### config.mk
export PLATFORM = sky130hd
export DESIGN_NAME = dds_sweep_scheduler
export DESIGN_NICKNAME = d
export VERILOG_FILES = /design/src/rtl/dds_pkg.sv /design/src/rtl/dds_dwell_timer.sv /design/src/rtl/dds_sweep_scheduler.sv
export SDC_FILE = /design/constraint.sdc
export NUM_CORES = 1
export LEC_CHECK = 0
export CELL_PAD_IN_SITES_DETAIL_PLACEMENT = 1
export CELL_PAD_IN_SITES_GLOBAL_PLACEMENT = 2
export CORE_ASPECT_RATIO = 1.4
export CORE_MARGIN = 8
export CORE_UTILIZATION = 37
export DETAILED_ROUTE_END_ITERATION = 12
export PLACE_DENSITY = 0.95
export SLEW_MARGIN = 40
export SYNTH_ARGS = -nofsm -noshare
export SYNTH_HDL_FRONTEND = slang
export SYNTH_HIERARCHICAL = 1
export SYNTH_SLANG_ARGS = --single-unit
### constraint.sdc
create_clock -name clk -period 5.8 [get_ports clk]
set_input_delay 1.74 -clock clk [delete_from_list [all_inputs] [get_ports clk]]
set_output_delay 1.74 -clock clk [all_outputs]
set_load 0.01 [all_outputs]
### src/rtl/dds_pkg.sv
// Shared widths, sweep mode codes and FSM state encoding for the DDS sweep scheduler.
package dds_pkg;

    localparam int M_W     = 13;
    localparam int DWELL_W = 16;

    localparam logic [1:0] MODE_SINGLE = 2'b00;
    localparam logic [1:0] MODE_LOOP   = 2'b01;
    localparam logic [1:0] MODE_TRI    = 2'b10;

    typedef enum logic [1:0] {
        ST_IDLE     = 2'b00,
        ST_RUN_UP   = 2'b01,
        ST_RUN_DOWN = 2'b10,
        ST_HOLD_END = 2'b11
    } state_e;

endpackage

### src/rtl/dds_dwell_timer.sv
// Loadable dwell down-counter; a zero load value is treated as one cycle.
// expire_o is high in the last cycle of a dwell period.
module dds_dwell_timer #(
    parameter int DWELL_W = 16
) (
    input  logic               clk,
    input  logic               rst,
    input  logic               en_i,
    input  logic               load_i,
    input  logic [DWELL_W-1:0] load_val_i,
    output logic               expire_o
);

    logic [DWELL_W-1:0] cnt_q;
    logic [DWELL_W-1:0] cnt_d;

    assign expire_o = en_i && (cnt_q == DWELL_W'(1));

    // next count: reload wins, otherwise count down while enabled
    always_comb begin
        cnt_d = cnt_q;
        if (load_i) begin
            cnt_d = (load_val_i == '0) ? DWELL_W'(1) : load_val_i;
        end else if (en_i && (cnt_q != '0)) begin
            cnt_d = cnt_q - DWELL_W'(1);
        end
    end

    // counter register
    always_ff @(posedge clk) begin
        if (rst) cnt_q <= '0;
        else     cnt_q <= cnt_d;
    end

endmodule

### src/rtl/dds_sweep_scheduler.sv
// Steps the phase-accumulator tuning word from start to stop, one value per dwell period.
//
// state       | meaning
// ST_IDLE     | waiting for a profile, cfg_ready high
// ST_RUN_UP   | ascending by step, clamps to stop
// ST_RUN_DOWN | descending by step (triangle), clamps to start
// ST_HOLD_END | stop value held one dwell, then done / restart / turn around
module dds_sweep_scheduler
    import dds_pkg::*;
#(
    parameter int M_W     = dds_pkg::M_W,
    parameter int DWELL_W = dds_pkg::DWELL_W
) (
    input  logic               clk,
    input  logic               rst,
    input  logic               cfg_valid,
    output logic               cfg_ready,
    input  logic [M_W-1:0]     cfg_start_m,
    input  logic [M_W-1:0]     cfg_stop_m,
    input  logic [M_W-1:0]     cfg_step,
    input  logic [DWELL_W-1:0] cfg_dwell,
    input  logic [1:0]         cfg_mode,
    input  logic               abort,
    output logic [M_W-1:0]     phase_m,
    output logic               m_update,
    output logic               busy,
    output logic               done
);

    state_e             state_q, state_d;
    logic [M_W-1:0]     phase_q, phase_d;
    logic [M_W-1:0]     start_q, start_d;
    logic [M_W-1:0]     stop_q, stop_d;
    logic [M_W-1:0]     step_q, step_d;
    logic [DWELL_W-1:0] dwell_q, dwell_d;
    logic [1:0]         mode_q, mode_d;
    logic               m_update_q, m_update_d;
    logic               done_q, done_d;

    logic               accept;
    logic               expire;
    logic [M_W:0]       sum_up;
    logic [M_W:0]       diff_dn;
    logic [M_W:0]       diff_turn;

    assign accept    = cfg_valid && (state_q == ST_IDLE);
    // one extra bit so overflow past stop and borrow below zero are visible
    assign sum_up    = {1'b0, phase_q} + {1'b0, step_q};
    assign diff_dn   = {1'b0, phase_q} - {1'b0, step_q};
    assign diff_turn = {1'b0, stop_q}  - {1'b0, step_q};

    dds_dwell_timer #(.DWELL_W(DWELL_W)) u_timer (
        .clk        (clk),
        .rst        (rst),
        .en_i       (state_q != ST_IDLE),
        .load_i     (accept || expire),
        .load_val_i (accept ? cfg_dwell : dwell_q),
        .expire_o   (expire)
    );

    // next-state, profile capture and output pulse decode
    always_comb begin
        state_d    = state_q;
        phase_d    = phase_q;
        start_d    = start_q;
        stop_d     = stop_q;
        step_d     = step_q;
        dwell_d    = dwell_q;
        mode_d     = mode_q;
        m_update_d = 1'b0;
        done_d     = 1'b0;
        unique case (state_q)
            ST_IDLE: begin
                if (cfg_valid) begin
                    start_d    = cfg_start_m;
                    stop_d     = cfg_stop_m;
                    step_d     = (cfg_step == '0) ? M_W'(1) : cfg_step;
                    dwell_d    = cfg_dwell;
                    phase_d    = cfg_start_m;
                    m_update_d = 1'b1;
                    if (cfg_start_m >= cfg_stop_m) begin
                        // degenerate range: hold start once and finish, whatever the mode
                        mode_d  = MODE_SINGLE;
                        state_d = ST_HOLD_END;
                    end else begin
                        mode_d  = (cfg_mode == 2'b11) ? MODE_SINGLE : cfg_mode;
                        state_d = ST_RUN_UP;
                    end
                end
            end
            ST_RUN_UP: begin
                if (abort) begin
                    state_d = ST_IDLE;
                end else if (expire) begin
                    m_update_d = 1'b1;
                    if (sum_up >= {1'b0, stop_q}) begin
                        phase_d = stop_q;
                        state_d = ST_HOLD_END;
                    end else begin
                        phase_d = sum_up[M_W-1:0];
                    end
                end
            end
            ST_RUN_DOWN: begin
                if (abort) begin
                    state_d = ST_IDLE;
                end else if (expire) begin
                    m_update_d = 1'b1;
                    if (diff_dn[M_W] || (diff_dn[M_W-1:0] <= start_q)) begin
                        phase_d = start_q;
                        state_d = ST_RUN_UP;
                    end else begin
                        phase_d = diff_dn[M_W-1:0];
                    end
                end
            end
            ST_HOLD_END: begin
                if (abort) begin
                    state_d = ST_IDLE;
                end else if (expire) begin
                    if (mode_q == MODE_LOOP) begin
                        m_update_d = 1'b1;
                        phase_d    = start_q;
                        state_d    = ST_RUN_UP;
                    end else if (mode_q == MODE_TRI) begin
                        m_update_d = 1'b1;
                        if (diff_turn[M_W] || (diff_turn[M_W-1:0] <= start_q)) begin
                            phase_d = start_q;
                            state_d = ST_RUN_UP;
                        end else begin
                            phase_d = diff_turn[M_W-1:0];
                            state_d = ST_RUN_DOWN;
                        end
                    end else begin
                        done_d  = 1'b1;
                        state_d = ST_IDLE;
                    end
                end
            end
        endcase
    end

    // state and datapath registers
    always_ff @(posedge clk) begin
        if (rst) begin
            state_q    <= ST_IDLE;
            phase_q    <= '0;
            start_q    <= '0;
            stop_q     <= '0;
            step_q     <= '0;
            dwell_q    <= '0;
            mode_q     <= MODE_SINGLE;
            m_update_q <= 1'b0;
            done_q     <= 1'b0;
        end else begin
            state_q    <= state_d;
            phase_q    <= phase_d;
            start_q    <= start_d;
            stop_q     <= stop_d;
            step_q     <= step_d;
            dwell_q    <= dwell_d;
            mode_q     <= mode_d;
            m_update_q <= m_update_d;
            done_q     <= done_d;
        end
    end

    assign phase_m   = phase_q;
    assign m_update  = m_update_q;
    assign done      = done_q;
    assign busy      = (state_q != ST_IDLE);
    assign cfg_ready = (state_q == ST_IDLE);

endmodule

==> key figures <==
Worst hold path
  – Hold WC Path Type: reg -> reg

Floorplanning
  – Chip height: between 150 and 200 um
  – Die area: about 26000 um2
  – Starting Density: between 30% and 40%
  – Row Count: 63
  – Area of the core: 21130 um2
  – Die X: between 100 and 150 um
  – Boundary pin count: roughly 80

Setup path
  – Slowest-stage cell, CP: and3_1
  – Crit path cell chain: inv_1 > ha_1 > fa_1 > nor2b_1 > o31ai_1 > a2bb2oi_1 > a21o_1 > a21oi_1 > xnor2_1 > ha_1 > nand4_1 > nor2_1 > a221o_1 > a21oi_1 > and3_1 > mux2_2 > a221oi_1 > a31oi_1
  – Worst reg2reg path endpoint: phase_m[2]$_SDFFE_PP0P_
  – Critical Path End: phase_m[2]$_SDFFE_PP0P_
  – Reg2reg start: stop_q[0]$_SDFFE_PP0P_
  – CP Data Required Time: about 6 ns
  – Worst Reg-to-Reg Cells: 18
  – Startpoint Class: flip-flop
  – Crit path depth: 18
  – Crit. End Element: flip-flop
  – Delay-heaviest family, CP: compound AO/OA/AOI/OAI gates
  – Worst setup path startpoint: stop_q[0]$_SDFFE_PP0P_
  – Flop2flop setup slack: 0.95 ns
  – Arrival @ worst endpoint: 5.07 ns
  – Critical Path Max Stage Delay: between 0.7 and 0.8 ns
  – Crit path kind: reg -> reg
  – Buf/Inv on CP: 1
  – CP Max Fanout: 18

Synthesis
  – Mapped Cells: between 1000 and 1500
  – Area share of the largest cell type after synthesis: between 20% and 30%
  – Cell taking the most area after synthesis: dfxtp_1
  – Area contributors post-synth: dfxtp_1, ha_1, nand2_1
  – Yosys cell types: 83
  – EDFF count, synth: 0
  – Synth cell count leaders: nand2_1, a21oi_1, ha_1
  – Top-count cell post-synth: nand2_1
  – Synthesized area: approximately 7900 um2
  – Syn avg cell area: between 7 and 8 um2
  – Synth warnings: 6
  – Synthesized flop and latch total: 90
  – Main flop type after synthesis: dfxtp_1
  – Post-synthesis async set-or-reset flop share: 0%
  – Post-synthesis net count: about 1200
  – Register area share after synthesis: about 23%

Routing
  – Residual DRC: 0
  – Via density: 5.914
  – Average routed wire per standard cell: ~21 um
  – Antenna Nets Post-Route: 0
  – DRT Wirelength: approximately 29000 um
  – Initial DRT Pass Iterations: 4
  – Initial DRC Count: 320
  – Detailed-route via count: 7954

Layout
  – Final core utilization: between 40% and 50%
  – Nets: between 1000 and 1500
  – Area of the multi-input gates: 5530 um2
  – FF+latch area: between 1500 and 2000 um2
  – N_diodes: 0
  – Share of layout cells above drive strength 1: about 5.8%
  – Final Non-Filler Cells: between 1000 and 1500
  – Layout filler cell count: 2590
  – Area grow syn2layout: 15.21%

Place
  – Placed insts: about 1300
  – GP Congestion: 0.9269
  – DP HPWL: between 20000 and 25000 um
  – Setup Slack @ Placement: between 1 and 1.5 ns
  – Number of port buffers: 77

STA
  – Worst-margin pin slew: between 0.8 and 0.9 ns
  – Final period demand of the worst path: approximately 4.8 ns
  – Final Skew: between 0.01 and 0.015 ns
  – Worst Slack Setup Final: between 0.9 and 1 ns
  – Hold Slack: 0.4657 ns
  – Fin crit share: 83.61%
  – Max-slew headroom: about two fifths
  – Max-slew violation count: 0
  – Number of setup violations in the final report: 0
  – TNS Setup: 0 ns
  – Fmax: between 200 and 250 MHz
  – RSZ-0062 raised after global routing: false
  – Final Hold Vio Count: 0

Pwr
  – Pwr/cell area: around 600 nW/um2
  – Worst-case vdd ir drop: 0.0002237 V
  – Leak pwr: approximately 3.6 nW

Clocking
  – CTS Buf Count: 9
  – PostCTS Resize Cnt: 0
  – Post-CTS Setup Inserts: 0
  – Clock sink count: 90
  – Root Buffer: clkbuf_16
  – Clock-pin slew on the worst setup and hold paths: around 0.070 ns
  – Clock latency on the worst-skew pair: around 0.35 ns
  – CTS tree: done
  – Hold_buf cts: 0
  – H-tree Lvls: 3
  – Clock tree buffer depth: 2

Run status
  – Run status: finished, final reports clean

GRT
  – Number of global-route vias before repair: between 8000 and 9000
  – Total global routing track utilization: 21.90%
  – Initial antenna violation count: 0
  – Global route overflow: 0
  – First-pass GRT wire length: 45970 um
  – Largest net degree at the start of global routing: between 40 and 50

Flow run
  – Max-cap viol count: 0
-- through the flow --
| stage | area [um2] | total power, mW |
|---|---|---|
| 5_1_grt | 9126 | 5.798 |
| 3_3_place_gp | 8823 | 4.633 |
| 6_report | 9126 | 5.358 |
| 3_5_place_dp | 8823 | 4.704 |
| 4_1_cts | 9123 | 5.351 |
| 2_1_floorplan | 7921 | 3.699 |
-- worst min path at each step --
stage	to	start	cells past startpoint
global placement	dwell_q[14]$_SDFFE_PP0P_	dwell_q[14]$_SDFFE_PP0P_	2
global route	dwell_q[8]$_SDFFE_PP0P_	dwell_q[8]$_SDFFE_PP0P_	2
detailed placement	dwell_q[7]$_SDFFE_PP0P_	dwell_q[7]$_SDFFE_PP0P_	2
finish	dwell_q[8]$_SDFFE_PP0P_	dwell_q[8]$_SDFFE_PP0P_	2
CTS	dwell_q[10]$_SDFFE_PP0P_	dwell_q[10]$_SDFFE_PP0P_	2
floorplan	dwell_q[0]$_SDFFE_PP0P_	dwell_q[0]$_SDFFE_PP0P_	2
-- logic make-up after synthesis --
kind of cell,after synthesis,share of synthesized area (%)
AND/OR/NAND/NOR,359,22.15
AO/OA/AOI/OAI,296,25.19
buffers and inverters,140,7.503
adder cells (fa/ha/maj),102,16.40
flip-flops,90,22.75
XOR/XNOR,37,4.091
multiplexers,14,1.927
-- registers in the layout, summed over array words and instances (netlist names) --
signal / flops
dwell_q: 16
u_timer/cnt_q: 16
phase_m: 13
start_q: 13
step_q: 13
stop_q: 13
mode_q: 2
state_q: 2
done: 1
m_update: 1
-- routing by layer --
metal  vias to the layer above  routed length (um)  global-route usage (%)
met5                         -                   0                       0
li1                       3815                   -                       -
met1                      3927               11560                   23.68
met2                       153               14840                   40.85
met4                         0                1440                   12.48
met3                        59                 720                   2.167
-- worst reg2reg max path, stage by stage (launching register included) --
cell	delay, ns
dfxtp_1	0.38
inv_1	0.07
ha_1	0.23
fa_1	0.41
nor2b_1	0.19
o31ai_1	0.13
a2bb2oi_1	0.36
a21o_1	0.18
a21oi_1	0.08
xnor2_1	0.24
ha_1	0.29
nand4_1	0.11
nor2_1	0.07
a221o_1	0.32
a21oi_1	0.10
and3_1	0.73
mux2_2	0.43
a221oi_1	0.29
a31oi_1	0.11
-- where the power goes --
| group | switching [mW] | total, mW | internal (mW) |
|---|---|---|---|
| registers | 0.187 | 0.952 | 0.765 |
| clock network | 0.269 | 0.615 | 0.346 |
| logic | 2.29 | 3.79 | 1.50 |
-- cell type report --
class / count / share of cell area, %
well taps: 260 / 3.565
multi-input cells: 808 / 60.60
flip-flops and latches: 90 / 19.74
clock inverters: 5 / 0.6581
inverters: 83 / 3.414
repair buffers: 89 / 9.405
clock buffers: 10 / 2.619
-- layout by cell type (no fill, tap or decap), types with 4 or more instances in the layout --
cell | netlist | final
nand2_1 | 165 | 164
a21oi_1 | 109 | 109
ha_1 | 99 | 99
dfxtp_1 | 90 | 90
inv_1 | 83 | 83
clkdlybuf4s50_1 | 0 | 76
nor2_1 | 53 | 53
o21ai_0 | 35 | 35
nand3_1 | 26 | 26
xnor2_1 | 22 | 22
o211ai_1 | 22 | 22
a31oi_1 | 20 | 20
nor3_1 | 18 | 18
nand4_1 | 16 | 16
xor2_1 | 15 | 15
nor2b_1 | 13 | 13
buf_4 | 3 | 13
or4_1 | 12 | 12
a211oi_1 | 10 | 10
nor4_1 | 10 | 10
a21o_1 | 10 | 10
a221oi_1 | 10 | 10
mux2_2 | 10 | 10
o31a_1 | 9 | 9
clkbuf_16 | 0 | 9
o21a_1 | 8 | 8
nand2b_1 | 7 | 7
o21ai_1 | 6 | 6
and3_1 | 6 | 6
o311ai_1 | 6 | 6
or3_1 | 5 | 5
o31ai_1 | 4 | 4
o22ai_1 | 4 | 4
a41oi_1 | 4 | 4
mux2i_1 | 4 | 4
nand4b_1 | 4 | 4
No activity file was read; power rests on OpenSTA's default activity.
